<file path="src/rtl/flt_pkg.sv">
// Shared definitions for the floating-point write-back scheduler:
// default sizes, requester slot assignments and a one-hot decode helper.
package flt_pkg;

    localparam int FLT_NREQ = 4;   // write-back requesters
    localparam int FLT_AW   = 5;   // FP register address width (32 regs)
    localparam int FLT_DW   = 32;  // FP data width

    // Fixed requester slots; under fixed priority, a lower index wins.
    localparam int FLT_REQ_ADD = 0;
    localparam int FLT_REQ_MUL = 1;
    localparam int FLT_REQ_DIV = 2;
    localparam int FLT_REQ_LD  = 3;

    // Index of the lowest set bit of a one-hot (or zero) vector; 0 when empty.
    function automatic int flt_oh2idx(input logic [31:0] oh);
        int idx;
        idx = 0;
        for (int i = 31; i >= 0; i--) begin
            if (oh[i]) idx = i;
        end
        return idx;
    endfunction

endpackage

</file>
<file path="src/rtl/flt_wb_arbiter.sv">
// Single-grant arbiter for the FP register-file write port.
// Configuration macro FLT_WB_RR_EN: defined -> round-robin with a pointer
// register; undefined -> fixed priority, lowest index wins (no state).
module flt_wb_arbiter
    import flt_pkg::*;
#(
    parameter int NREQ = FLT_NREQ,
    parameter int IW   = (NREQ > 1) ? $clog2(NREQ) : 1
) (
`ifdef FLT_WB_RR_EN
    input  logic            clk,
    input  logic            rst,
`endif
    input  logic [NREQ-1:0] req,
    output logic [NREQ-1:0] grant,
    output logic [IW-1:0]   grant_idx
);

    int base;

`ifdef FLT_WB_RR_EN
    logic [IW-1:0] ptr;

    // Search starts at the pointer.
    always_comb base = int'(ptr);

    // Pointer moves past the winner after every transfer, holds otherwise.
    always_ff @(posedge clk or posedge rst) begin
        if (rst) begin
            ptr <= '0;
        end else if (|grant) begin
            ptr <= (grant_idx == IW'(NREQ - 1)) ? '0 : grant_idx + 1'b1;
        end
    end
`else
    // Fixed priority: search always starts at requester 0.
    always_comb base = 0;
`endif

    // Scan from base, wrapping, and grant the first requester found.
    always_comb begin
        int   k;
        logic found;
        grant = '0;
        found = 1'b0;
        k     = 0;
        for (int i = 0; i < NREQ; i++) begin
            k = base + i;
            if (k >= NREQ) k = k - NREQ;
            if (!found && req[k[IW-1:0]]) begin
                grant[k[IW-1:0]] = 1'b1;
                found            = 1'b1;
            end
        end
    end

    // Encoded winner for the data/address mux in the write stage.
    always_comb grant_idx = IW'(flt_oh2idx(32'(grant)));

endmodule

</file>
<file path="src/rtl/flt_wb_scheduler.sv">
// FP write-back scheduler and scoreboard: arbitrates the register-file write
// port, registers the winning result, and tracks one busy bit per FP register
// so decode can stall on RAW/WAW hazards. Configuration macro FLT_WB_RR_EN
// selects round-robin arbitration (default: fixed priority).
//
// Handshake: requester i transfers on a rising edge where req_valid[i] and
// req_ready[i] are both high; it must hold req_valid/req_reg/req_data stable
// until then. req_ready depends only on req_valid and the arbiter pointer.
module flt_wb_scheduler
    import flt_pkg::*;
#(
    parameter int NREQ = FLT_NREQ,
    parameter int AW   = FLT_AW,
    parameter int DW   = FLT_DW
) (
    input  logic               clk,
    input  logic               rst,
    input  logic [NREQ-1:0]    req_valid,
    input  logic [NREQ*AW-1:0] req_reg,
    input  logic [NREQ*DW-1:0] req_data,
    output logic [NREQ-1:0]    req_ready,
    output logic               flt_reg_wr,
    output logic [AW-1:0]      flt_wr_reg,
    output logic [DW-1:0]      wr_dt,
    input  logic               iss_valid,
    input  logic [AW-1:0]      iss_reg,
    input  logic [2:0]         chk_en,
    input  logic [AW-1:0]      chk_reg1,
    input  logic [AW-1:0]      chk_reg2,
    input  logic [AW-1:0]      chk_wreg,
    output logic               stall,
    output logic [2**AW-1:0]   busy
);

    localparam int IW = (NREQ > 1) ? $clog2(NREQ) : 1;

    logic [IW-1:0] grant_idx;
    logic          xfer;

    flt_wb_arbiter #(.NREQ(NREQ), .IW(IW)) u_arb (
`ifdef FLT_WB_RR_EN
        .clk       (clk),
        .rst       (rst),
`endif
        .req       (req_valid),
        .grant     (req_ready),
        .grant_idx (grant_idx)
    );

    // A transfer happens whenever some granted requester is valid.
    always_comb xfer = |(req_valid & req_ready);

    // Write stage: register the winner; address and data hold when idle.
    always_ff @(posedge clk or posedge rst) begin
        if (rst) begin
            flt_reg_wr <= 1'b0;
            flt_wr_reg <= '0;
            wr_dt      <= '0;
        end else begin
            flt_reg_wr <= xfer;
            if (xfer) begin
                flt_wr_reg <= req_reg[int'(grant_idx)*AW +: AW];
                wr_dt      <= req_data[int'(grant_idx)*DW +: DW];
            end
        end
    end

    // Scoreboard: clear on the register-file write edge, set on issue;
    // the set is applied last so it wins a same-index collision.
    always_ff @(posedge clk or posedge rst) begin
        if (rst) begin
            busy <= '0;
        end else begin
            if (flt_reg_wr) busy[flt_wr_reg] <= 1'b0;
            if (iss_valid)  busy[iss_reg]    <= 1'b1;
        end
    end

    // Hazard detect: any enabled source/dest register still in flight.
    always_comb begin
        stall = (chk_en[0] & busy[chk_reg1]) |
                (chk_en[1] & busy[chk_reg2]) |
                (chk_en[2] & busy[chk_wreg]);
    end

endmodule

</file>
<file path="config.mk">
export PLATFORM = sky130hd
export DESIGN_NAME = flt_wb_scheduler
export DESIGN_NICKNAME = d
export VERILOG_FILES = /design/src/rtl/flt_pkg.sv /design/src/rtl/flt_wb_arbiter.sv /design/src/rtl/flt_wb_scheduler.sv
export SDC_FILE = /design/constraint.sdc
export NUM_CORES = 1
export LEC_CHECK = 0
export CORE_UTILIZATION = 40
export CTS_CLUSTER_SIZE = 20
export DETAILED_ROUTE_END_ITERATION = 10
export MAX_ROUTING_LAYER = met4
export PLACE_DENSITY = 0.8
export SLEW_MARGIN = 20
export SYNTH_ARGS = -nofsm -noshare
export SYNTH_HDL_FRONTEND = slang
export SYNTH_SLANG_ARGS = --single-unit
</file>
<file path="constraint.sdc">
create_clock -name clk -period 2.9 [get_ports clk]
set_input_delay 0.435 -clock clk [delete_from_list [all_inputs] [get_ports clk]]
set_output_delay 0.435 -clock clk [all_outputs]
set_load 0.05 [all_outputs]
</file>
==> run_results.csv <==
group,metric,value,unit
run_status,status,"finished clean",
worst_setup_path,cp.required,2470,ps
job,cap_violations,0,
worst_setup_path,crit_buf_inv,2,
timing,slew_headroom,51.40,%
detailed_routing,vias,5050,
floorplan,fp.dieH,108.9,µm
power,peakVddDrop,0.0007946,V
synth,netlist-cell-type-count,32,
layout,antenna_cells,0,
timing,hold_ws,337.9,ps
power,seqPwrFrac,30.2,%
placed_design,place.port_buffers,252,
synth,muxShareOfSynthArea,23.08,%
timing,period_minus_slack,2763,ps
floorplan,dieWidth,108.9,µm
timing,fin_setup_tns,0,ps
detailed_routing,drt_pass1_iterations,5,
timing,finClkSkew,5.303,ps
placed_design,dp_hpwl,13210,µm
layout,final_cell_mix,"clkdlybuf4s50_1 (243), dfrtp_1 (70), o21ai_0 (61)",
synth,synthCells,462,
synth,synth_xor_area_share,0,%
power,p_sw_share,42.52,%
global_route,grt_pass1_wl,26660,µm
synth,synth_top_area_share,38.34,%
power,power_frac_comb,48.0,%
cts,postCtsSetupBuffers,0,
power,p_clk_share,21.8,%
cts,numCtsBuffers,9,
layout,area_growth,66.29,%
global_route,grt_max_degree,73,
global_route,antenna_found_initial,0,
worst_setup_path,slowest_stage,"mux4_1",
timing,slew_viol_final,0,
worst_setup_path,crit_chain,"dlygate4sd2_1, mux4_1, mux4_2, o2111ai_2, nand4_1, buf_6",
floorplan,rows,38,
detailed_routing,drc,0,
power,leakagePower,3.101,nW
floorplan,core_area,0.01098,mm²
cts,htree_levels,3,
worst_setup_path,cp-end-kind,"output pin",
worst_setup_path,crit_path_max_incr_delay,590,ps
power,netSwitchingPower,2.203,mW
timing,worstMarginPinSlew,729.0,ps
layout,layout.nets,881,
synth,synth-seq-area-share,38.34,%
synth,synthAdderAreaFrac,0,%
detailed_routing,routedWlPerCell,20.26,µm
cts,clk_latency,330,ps
synth,yosys.area.top_type,"dfrtp_1",
layout,layout-drive-gt1-share,9.322,%
timing,setup_viol,0,
detailed_routing,ant_nets,0,
detailed_routing,wl,17180,µm
worst_setup_path,cpLargestDelayFamily,"multiplexers",
synth,syn-num-nets,640,
detailed_routing,drt-initial-drc-count,323,
synth,ys_top_cells_by_area,"dfrtp_1 (38%), mux4_2 (9.4%), mux2i_1 (9.2%)",
timing,achievable-frequency,0.3619,GHz
global_route,grt-ovfl-total,0,
timing,fin_crit_sh,95.29,%
timing,grt_setup_unrepaired,"false",
worst_setup_path,worst_ep_arrival_time,2330,ps
synth,synth-compound-area-share,21.52,%
synth,synth_simple_gate_area_share,11.69,%
worst_setup_path,worstPathMaxFanout,5,
synth,ys_seq_elements,70,
cts,cts_tree,"built",
cts,cts_buffer_depth,2,
synth,syn_avg_cell_area,9.890,µm²
global_route,track_usage,30.62,%
synth,synth_top_family_by_area,"multiplexers",
layout,mostFrequentLayoutCell,"clkdlybuf4s50_1",
global_route,grt_pass1_vias,5104,
worst_setup_path,path_class,"input port to output pin",
cts,clkTransAtPathRegs,60,ps
floorplan,io_pins,253,
floorplan,start_util,41.60,%
synth,synth_warnings,0,
layout,fin_util,69.18,%
placed_design,place_congestion,0.9208,
floorplan,die_area,0.01185,mm²
detailed_routing,vias_per_cell,5.955,
worst_setup_path,crit_path_start_kind,"input port",
power,p_int,2.979,mW
cts,clock-sinks,70,
timing,hold_viol,0,
power,power.density,682.0,mW/mm²
hold_path,hp-class,"input port to asynchronous set/reset pin",
synth,syn_area,0.004569,mm²
cts,clock_tree.root_cell,"clkbuf_16",
-- stage by stage --
| step | cell area (µm²) | std cells | setup slack (ps) | power, mW |
|---|---|---|---|---|
| 2_1_floorplan | 4569 | 462 | 208.6 | 2.984 |
| 6_report | 7599 | 848 | 136.7 | 5.182 |
| 3_3_place_gp | 7283 | 832 | -120.6 | 3.994 |
| 4_1_cts | 7594 | 848 | 33.78 | 5.198 |
| 3_5_place_dp | 7283 | 832 | -151.3 | 4.054 |
| 5_1_grt | 7599 | 848 | 15.91 | 5.402 |
-- area by class of cell --
| type | count | area (µm²) |
|---|---|---|
| Clock buffer | 10 | 239.0 |
| Clock inverter | 6 | 70.07 |
| Fill cell | 853 | 3385 |
| Inverter | 21 | 78.83 |
| Multi-Input combinational cell | 332 | 2595 |
| Sequential cell | 70 | 1752 |
| Tap cell | 140 | 175.2 |
| Timing Repair Buffer | 269 | 2689 |
-- power groups by stage --
stage	combinational [mW]	clock [mW]	sequential, mW
6_report	2.49	1.13	1.57
5_1_grt	2.62	1.19	1.60
4_1_cts	2.49	1.15	1.55
3_5_place_dp	2.48	0	1.57
3_3_place_gp	2.43	0	1.56
2_1_floorplan	0.722	0	2.26
-- cells in the mapped netlist --
| library cell | number |
|---|---|
| or3_1 | 2 |
| a21oi_1 | 54 |
| or3b_1 | 2 |
| mux2_2 | 2 |
| dfrtp_1 | 70 |
| nor3b_1 | 20 |
| o2111ai_1 | 3 |
| or3b_2 | 3 |
| and2_1 | 2 |
| clkbuf_1 | 26 |
| o21ai_0 | 61 |
| buf_4 | 1 |
| mux4_1 | 7 |
| o21bai_1 | 1 |
| nand3_1 | 6 |
| a221oi_1 | 17 |
| mux4_2 | 19 |
| o21a_1 | 1 |
| buf_6 | 1 |
| o2111ai_2 | 1 |
| o221ai_1 | 20 |
| o21ai_1 | 4 |
| nor2_1 | 23 |
| buf_1 | 4 |
| nor2b_1 | 2 |
| o211ai_1 | 1 |
| nand2_1 | 28 |
| inv_1 | 21 |
| mux2i_1 | 42 |
| nand3b_1 | 10 |
| nand4_1 | 1 |
| buf_2 | 7 |
-- logic make-up after synthesis --
group           Yosys count
compound gates          163
buf+inv                  60
flops                    70
mux                      70
simple gates             99
-- what timing repair did --
| action | CTS | global route |
|---|---|---|
| hold buffers | 0 | 0 |
| cloned | 0 | 0 |
| resized for setup | 3 | 2 |
| endpoints found under the setup margin | 1 | 1 |
-- routing by layer --
metal	routed length, µm	vias to the layer above	part of all wire, %	global-route usage, %
met4	494	0	2.9	12.74
met2	8859	295	52	52.47
li1	-	2251	-	-
met1	6463	2467	38	35.68
met5	0	-	0	-
met3	1361	37	7.9	4.782
-- worst paths after layout --
kind / from / to / slack, ps / cells after the start
max: chk_reg2[1] / stall / 140 / 6
min: rst / wr_dt[2] / 340 / 2
max reg2reg: flt_wr_reg[1] / busy[28] / 1380 / 3
min reg2reg: busy[22] / busy[22] / 620 / 2
max in group asynchronous: rst / wr_dt[28] / 1970 / 3
min in group clk: req_valid[0] / flt_wr_reg[2] / 470 / 3
(Power assumes the default switching activity.)
